--- src/rtl/mem_port_arbiter.sv ---
// Arbitrates a single-port memory between instruction fetch and load/store.
// Data wins contention; after MAX_DSTREAK contended data grants, fetch gets a turn.
//
//   state  | meaning
//   IDLE   | no access outstanding; arbitrating i_req/d_req every cycle
//   BUSY_I | fetch access issued; waiting for m_ack
//   BUSY_D | load/store access issued; waiting for m_ack
module mem_port_arbiter #(
  parameter int AW          = 32,
  parameter int DW          = 32,
  parameter int MAX_DSTREAK = 2
) (
  input  logic            clk,
  input  logic            reset,
  input  logic            i_req,
  input  logic [AW-1:0]   i_addr,
  output logic            i_rvalid,
  output logic [DW-1:0]   i_rdata,
  input  logic            d_req,
  input  logic            d_we,
  input  logic [AW-1:0]   d_addr,
  input  logic [DW-1:0]   d_wdata,
  input  logic [DW/8-1:0] d_be,
  output logic            d_done,
  output logic [DW-1:0]   d_rdata,
  output logic            m_req,
  output logic            m_we,
  output logic [AW-1:0]   m_addr,
  output logic [DW-1:0]   m_wdata,
  output logic [DW/8-1:0] m_be,
  input  logic            m_ack,
  input  logic [DW-1:0]   m_rdata
);

  localparam int BW = DW / 8;
  localparam int SW = (MAX_DSTREAK < 1) ? 1 : $clog2(MAX_DSTREAK + 1);

  typedef enum logic [1:0] {
    IDLE   = 2'd0,
    BUSY_I = 2'd1,
    BUSY_D = 2'd2
  } state_t;

  state_t        state_q, state_d;
  logic [SW-1:0] dstreak_q, dstreak_d;
  logic          grant_i, grant_d;
  logic          fetch_turn;

  assign fetch_turn = (dstreak_q == SW'(MAX_DSTREAK));

  always_comb begin
    state_d   = state_q;
    dstreak_d = dstreak_q;
    grant_i   = 1'b0;
    grant_d   = 1'b0;
    i_rvalid  = 1'b0;
    d_done    = 1'b0;
    unique case (state_q)
      IDLE: begin
        if (d_req && !(i_req && fetch_turn)) begin
          grant_d = 1'b1;
          state_d = BUSY_D;
          // streak only grows while fetch is actually waiting
          if (i_req)
            dstreak_d = fetch_turn ? dstreak_q : dstreak_q + SW'(1);
          else
            dstreak_d = '0;
        end else if (i_req) begin
          grant_i   = 1'b1;
          state_d   = BUSY_I;
          dstreak_d = '0;
        end
      end
      BUSY_I: begin
        if (m_ack) begin
          i_rvalid = 1'b1;
          state_d  = IDLE;
        end
      end
      BUSY_D: begin
        if (m_ack) begin
          d_done  = 1'b1;
          state_d = IDLE;
        end
      end
      default: state_d = IDLE;
    endcase
  end

  always_ff @(posedge clk or negedge reset) begin
    if (!reset) begin
      state_q   <= IDLE;
      dstreak_q <= '0;
    end else begin
      state_q   <= state_d;
      dstreak_q <= dstreak_d;
    end
  end

  // memory-side outputs are latched at grant and held until the ack edge
  always_ff @(posedge clk or negedge reset) begin
    if (!reset) begin
      m_req   <= 1'b0;
      m_we    <= 1'b0;
      m_addr  <= '0;
      m_wdata <= '0;
      m_be    <= '0;
    end else if (grant_d) begin
      m_req   <= 1'b1;
      m_we    <= d_we;
      m_addr  <= d_addr;
      m_wdata <= d_wdata;
      m_be    <= d_be;
    end else if (grant_i) begin
      m_req   <= 1'b1;
      m_we    <= 1'b0;
      m_addr  <= i_addr;
      m_be    <= {BW{1'b1}};
    end else if (state_q != IDLE && m_ack) begin
      m_req   <= 1'b0;
    end
  end

  assign i_rdata = m_rdata;
  assign d_rdata = m_rdata;

endmodule

--- config.mk ---
export PLATFORM = sky130hd
export DESIGN_NAME = mem_port_arbiter
export DESIGN_NICKNAME = d
export VERILOG_FILES = /design/src/rtl/mem_port_arbiter.sv
export SDC_FILE = /design/constraint.sdc
export NUM_CORES = 1
export LEC_CHECK = 0
export ABC_AREA = 1
export BUFFER_PORTS_ARGS = -buffer_cell sky130_fd_sc_hd__buf_2
export CORE_AREA = 2 2 127 129
export DETAILED_ROUTE_END_ITERATION = 6
export DIE_AREA = 0 0 129 131
export GPL_TIMING_DRIVEN = 1
export PLACE_DENSITY_LB_ADDON = 0.2
export SYNTH_ARGS = -nofsm -noshare
export SYNTH_HDL_FRONTEND = slang
export SYNTH_SLANG_ARGS = --single-unit
--- constraint.sdc ---
create_clock -name clk -period 1.7 [get_ports clk]
set_input_delay 0.255 -clock clk [delete_from_list [all_inputs] [get_ports clk]]
set_output_delay 0.255 -clock clk [all_outputs]
set_load 0.05 [all_outputs]
==> qor.csv, run 1 <==
stage,metric,value,unit
worst_setup_path,worstPathRequired,1.44,ns
sta,rsz0062_at_grt,false,
clock_network,clk_pin_slew_worst_paths,0.06,ns
drt,dr_wl_met3,1.14,mm
worst_setup_path,reg2reg_to,m_wdata[31]$_DFFE_PN0P_,
worst_setup_path,critical_path.endpoint,d_done,
drt,maxUsedRoutingLayer,met4,
grt,grt_pass1_vias,3351,
sta,fmax,0.618,GHz
pwr,cellLeakagePower,2.93,nW
sta,worst_pin_slew,0.411,ns
logic_synthesis,synth.distinct_cells,20,
cells_and_area,utilization,0.322,
sta,finalSetupTns,0,ns
logic_synthesis,synth-seq-cells,74,
worst_setup_path,path_cells,"inv_1, ha_1, nand2_1, inv_1, clkbuf_4",
worst_setup_path,max_stage_delay,0.40,ns
drt,wirelength,11.0,mm
worst_setup_path,path_max_fanout,3,
worst_hold_path,hold_class,in2reg,
grt,grt_antenna_before_repair,0,
grt,grt-ovfl-total,0,
drt,ant_nets,0,
clock_network,post-cts-setup-buffers,0,
drt,met2_length,4.99,mm
place,place_ws,0.232,ns
run_status,status,completed,
clock_network,cts.sinks,74,
logic_synthesis,netlist_top_cells_area,"dfrtp_1 (47%), nand2_1 (20%), buf_4 (13%), nand3b_1 (6.2%), nand3_1 (4.2%)",
grt,grt_pass1_wl,17.5,mm
sta,fin_crit_sh,0.952,
logic_synthesis,syn_nets,646,
pwr,power_density,2240,nW/um^2
floorplanning,start_util,0.254,
worst_setup_path,rr_worst_depth,7,
grt,track_usage,0.134,
logic_synthesis,synth_top_area_frac,0.467,
sta,max_slew_margin,0.726,
grt,grt_max_degree,75,
logic_synthesis,synth_edf_count,0,
logic_synthesis,synth_common_cells,"nand2_1 (209), dfrtp_1 (74), buf_4 (67)",
clock_network,htree_levels,3,
clock_network,cts-root-buf,clkbuf_16,
floorplanning,die_area,16900,sq um
worst_setup_path,crit_top_cell,inv_1,
drt,dr.pass1.iters,4,
cells_and_area,finalNetCount,760,
worst_setup_path,criticalPathCategory,reg2out,
logic_synthesis,synth_cells,504,
floorplanning,core_area,15600,sq um
floorplanning,dieHeight,131,microns
clock_network,cts_tree,built,
sta,layout_setup_ws,0.0823,ns
worst_setup_path,r2r-start,state_q[0]$_DFFE_PN0P_,
worst_setup_path,worstSetupStartpointType,flip-flop,
logic_synthesis,yosysSeqAreaShare,0.467,
drt,vias,3350,
sta,clock_skew,0.00822,ns
worst_setup_path,crit_slowest_cell,dfrtp_1,
worst_setup_path,cp.arrival,1.36,ns
logic_synthesis,yosys_warnings,0,
logic_synthesis,synth_flop_cell,dfrtp_1,
logic_synthesis,yosysMostFrequentCell,nand2_1,
drt,drc_errors,0,
place,place_congestion,0.741,
floorplanning,fp.dieW,129,microns
clock_network,clk_latency,0.34,ns
place,port_buffers,177,
logic_synthesis,yosysTopAreaCell,dfrtp_1,
sta,hold_viol_final,0,
sta,period_minus_slack,1.62,ns
clock_network,cts_made_buffers,9,
pwr,irDropWorstVdd,1.25,mV
worst_setup_path,end_kind,primary output,
run,drv_cap,0,
floorplanning,num_rows,46,
sta,drv_slew,0,
cells_and_area,drive_gt1_frac,0.339,
worst_setup_path,reg2reg_slack,0.24,ns
logic_synthesis,syn_area,3970,sq um
cells_and_area,diodes,0,
cells_and_area,syn_to_final_growth,26.4,%
pwr,finalPower,11.2,mW
clock_network,clockBufferDepth,2,
logic_synthesis,syn_area_per_cell,7.87,sq um
drt,wl_met1,4.62,mm
floorplanning,io_pins,274,
drt,viasPerCell,3.99,
drt,drtIter0Drc,168,
place,dp_hpwl,8.02,mm
drt,wl_per_cell,13.1,microns
sta,setup_viol,0,
worst_setup_path,crit_start,state_q[0]$_DFFE_PN0P_,
logic_synthesis,postSynth.asyncResetShare,1.00,
## where the power goes
part,internal [mW],switching (mW)
registers,2.61,0.457
logic,1.42,4.60
clock network,1.37,0.769
total,5.40,5.83
## registers in the layout, summed over array words and instances, names as in the netlist
signal / count
dstreak_q: 2
m_addr: 32
m_be: 4
m_req: 1
m_wdata: 32
m_we: 1
state_q: 2
## worst min path at each step
stage                start                       end  slack (ns)  depth (start not counted)
2_1_floorplan        reset  dstreak_q[0]$_DFFE_PN0P_       -0.04                          0
3_3_place_gp         reset   m_wdata[16]$_DFFE_PN0P_        0.31                          2
3_5_place_dp         reset   m_wdata[16]$_DFFE_PN0P_        0.31                          2
4_1_cts        d_wdata[15]   m_wdata[15]$_DFFE_PN0P_        0.09                          3
5_1_grt        d_wdata[15]   m_wdata[15]$_DFFE_PN0P_         0.1                          3
6_report       d_wdata[15]   m_wdata[15]$_DFFE_PN0P_        0.10                          3
## layout make-up
cell class	instances	area [sq um]
clock buffer	11	253
inverter	44	165
tap	216	270
timing repair buffer	191	1050
clock inverter	5	85.1
multi-input combinational	298	1340
sequential	74	1850
fill	1699	10600
## critical path: cells and delay by family (launching register included)
| kind | cells | cell delay (ns) |
|---|---|---|
| DFF | 1 | 0.40 |
| adders and majority gates | 1 | 0.16 |
| and+or+nand+nor | 1 | 0.06 |
| buffers and inverters | 3 | 0.41 |
## cells in the final DEF (no fill, tap or decap)
cell type      instances
nand2_1              209
buf_2                175
dfrtp_1               74
inv_1                 42
nand3_1               33
nand3b_1              33
nor2_1                11
buf_4                 10
clkbuf_16              9
ha_1                   4
buf_12                 4
inv_2                  2
o21ai_0                2
clkbuf_8               2
bufinv_16              2
nand2_2                1
nand3_2                1
nor2_4                 1
o22ai_1                1
nand4_1                1
a21oi_1                1
clkinv_4               1
inv_6                  1
clkinvlp_4             1
dlygate4sd3_1          1
clkbuf_4               1
## cell families (layout without fill, tap and decap cells)
family,Yosys count,after routing,synth area share
AO/OA/AOI/OAI,4,4,0.00536
buffers and inverters,132,251,0.196
AND/OR/NAND/NOR,290,290,0.319
adder cells (fa/ha/maj),4,4,0.0126
flip-flops,74,74,0.467
## per-stage QoR
| stage | cell area [sq um] | instances | hold slack (ns) |
|---|---|---|---|
| 2_1_floorplan | 3970 | 504 | -0.0406 |
| 3_3_place_gp | 4670 | 822 | 0.311 |
| 3_5_place_dp | 4670 | 822 | 0.314 |
| 4_1_cts | 5010 | 839 | 0.0878 |
| 5_1_grt | 5020 | 839 | 0.0976 |
| 6_report | 5020 | 839 | 0.102 |
## timing repair
action	in CTS	in global routing
hold buffers	1	0
endpoints found under the setup margin	0	1
gates resized for setup	0	1
hold endpoints to repair	74	0
## metal layers
layer / vias up / GRT usage
met1: 1488 / 0.160
met5: - / 0
met3: 27 / 0.0537
met4: 0 / 0.0614
met2: 134 / 0.214
li1: 1701 / -
(Power assumes the default switching activity.)
==> run 2, diff against run 1 <==
- RECOVER_POWER: not set -> 50
- SETUP_SLACK_MARGIN: not set -> 0.5
==> qor.csv, run 2 (same netlist as run 1, synthesis figures left out) <==
stage,metric,value,unit,change
clock_network,clk_latency,0.34,ns,about the same
sta,rsz0062_at_grt,true,,was false
sta,setup_viol,0,,unchanged
floorplanning,die_area,16900,sq um,unchanged
worst_setup_path,crit_slowest_cell,dfrtp_1,,unchanged
sta,finalSetupTns,0,ns,unchanged
clock_network,cts.sinks,74,,unchanged
sta,fmax,0.660,GHz,was 0.618 GHz
run_status,status,completed,,unchanged
grt,use_met3,0.0562,,was 0.0537
grt,grt_pass1_vias,3599,,was 3351
grt,use_met1,0.168,,was 0.160
sta,clock_skew,0.00616,ns,was 0.00822 ns
sta,hold_viol_final,0,,unchanged
sta,worst_pin_slew,0.612,ns,was 0.411 ns
place,place_congestion,0.751,,was 0.741
cells_and_area,finalNetCount,803,,was 760
worst_hold_path,hold_class,in2reg,,unchanged
clock_network,cts_tree,built,,unchanged
floorplanning,num_rows,46,,unchanged
cells_and_area,final_cell_mix,"nand2_1 (124), buf_2 (104), dfrtp_1 (74)",,"was nand2_1 (209), buf_2 (175), dfrtp_1 (74)"
grt,track_usage,0.140,,was 0.134
floorplanning,core_area,15600,sq um,unchanged
place,post-place-cells,825,,was 822
place,port_buffers,177,,unchanged
sta,fin_crit_sh,0.891,,was 0.952
clock_network,cts-root-buf,clkbuf_16,,unchanged
grt,grt_max_degree,27,,was 75
clock_network,htree_levels,3,,unchanged
worst_setup_path,cp.arrival,1.26,ns,was 1.36 ns
cells_and_area,final_area,6620,sq um,was 5020 sq um
cells_and_area,diodes,0,,unchanged
worst_setup_path,criticalPathCategory,reg2out,,unchanged
drt,viasPerCell,4.25,,was 3.99
place,dp_hpwl,8.27,mm,was 8.02 mm
pwr,irDropWorstVdd,1.11,mV,was 1.25 mV
worst_setup_path,path_cells,"inv_2, ha_1, nand2_1, inv_1, buf_6",,"was inv_1, ha_1, nand2_1, inv_1, clkbuf_4"
floorplanning,start_util,0.254,,unchanged
sta,drv_slew,0,,unchanged
drt,wl_per_cell,15.5,microns,was 13.1 microns
worst_setup_path,path_max_fanout,3,,unchanged
drt,ant_nets,0,,unchanged
pwr,power_density,2150,nW/um^2,was 2240 nW/um^2
grt,grt_antenna_before_repair,1,,was 0
drt,drtIter0Drc,77,,was 168
cells_and_area,syn_to_final_growth,66.7,%,was 26.4%
clock_network,clk_pin_slew_worst_paths,0.06,ns,about the same
grt,top_usage_layer,met2,,unchanged
place,placed_area,4720,sq um,was 4670 sq um
drt,dr.pass1.iters,4,,unchanged
drt,wirelength,13.7,mm,was 11.0 mm
cells_and_area,top_regs,"m_addr x32, m_wdata x32, m_be x4",,unchanged
grt,grt-ovfl-total,0,,unchanged
worst_setup_path,end_kind,primary output,,unchanged
drt,drc_errors,0,,unchanged
floorplanning,io_pins,274,,unchanged
cells_and_area,instances_no_fill,882,,was 839
sta,max_slew_margin,0.592,,was 0.726
cells_and_area,drive_gt1_frac,0.554,,was 0.339
pwr,cellLeakagePower,3.59,nW,was 2.93 nW
cells_and_area,final_common_cell,nand2_1,,unchanged
worst_setup_path,worstSetupStartpointType,flip-flop,,unchanged
grt,met2_usage,0.227,,was 0.214
clock_network,clockBufferDepth,2,,unchanged
worst_setup_path,worstPathRequired,1.44,ns,about the same
clock_network,cts_made_buffers,9,,unchanged
drt,vias,3745,,was 3350
sta,period_minus_slack,1.51,ns,was 1.62 ns
grt,grt_pass1_wl,18.2,mm,was 17.5 mm
worst_setup_path,max_stage_delay,0.40,ns,about the same
floorplanning,fp.dieW,129,microns,unchanged
run,drv_cap,0,,unchanged
floorplanning,dieHeight,131,microns,unchanged
-- run 2: metrics by stage --
step / power (mW) / setup slack [ns] / util / hold WS [ns]
after global placement: 9.18 / 0.220 / 0.303 / 0.179
after global routing: 15.0 / 0.127 / 0.424 / 0.101
after floorplan: 8.00 / 0.448 / - / -0.0406
final: 14.2 / 0.186 / 0.424 / 0.108
after CTS: 12.1 / 0.201 / 0.345 / 0.0901
after detailed placement: 9.23 / 0.195 / 0.303 / 0.186
-- run 2: routing by layer --
metal / part of all wire / up-vias
li1: - / 1799
met1: 0.40 / 1761
met2: 0.50 / 151
met3: 0.084 / 32
met4: 0.014 / 2
met5: 0.00080 / -
-- run 2: what timing repair did --
action	4_1_cts	5_1_grt
cloned	4	15
pin swaps	2	58
resized for setup	86	215
setup endpoints to repair	146	98
hold buffers	1	0
setup buffers	5	16
endpoints found under the hold margin	20	0
-- run 2: power by group --
part / leakage [nW] / switching, mW / internal [mW]
clock network: 0.136 / 0.747 / 1.13
logic: 2.55 / 5.57 / 3.56
registers: 0.905 / 0.621 / 2.61
total: 3.59 / 6.94 / 7.30
-- run 2: worst max-delay path: cells and delay by family (launching register included) --
kind	cells	cell delay, ns
flip-flops	1	0.40
AND/OR/NAND/NOR	1	0.05
buffers and inverters	3	0.32
adder cells (fa/ha/maj)	1	0.14
-- run 2: final timing paths --
path,from,to,slack (ns),cells past startpoint
worst max register to register,state_q[1]$_DFFE_PN0P_,m_wdata[6]$_DFFE_PN0P_,0.21,8
max in group asynchronous,reset,m_addr[21]$_DFFE_PN0P_,0.35,3
min in group asynchronous,reset,m_wdata[21]$_DFFE_PN0P_,0.46,2
worst min register to register,m_addr[9]$_DFFE_PN0P_,m_addr[9]$_DFFE_PN0P_,0.47,2
worst max-delay path,state_q[1]$_DFFE_PN0P_,i_rvalid,0.19,5
worst min-delay path,d_wdata[8],m_wdata[8]$_DFFE_PN0P_,0.11,3
-- run 2: final cells by class --
class | count | area [sq um]
Fill cell | 1547 | 8980
Timing Repair Buffer | 233 | 2050
Multi-Input combinational cell | 299 | 1990
Sequential cell | 74 | 1850
Tap cell | 216 | 270
Clock buffer | 11 | 233
Inverter | 44 | 170
Clock inverter | 5 | 55.1
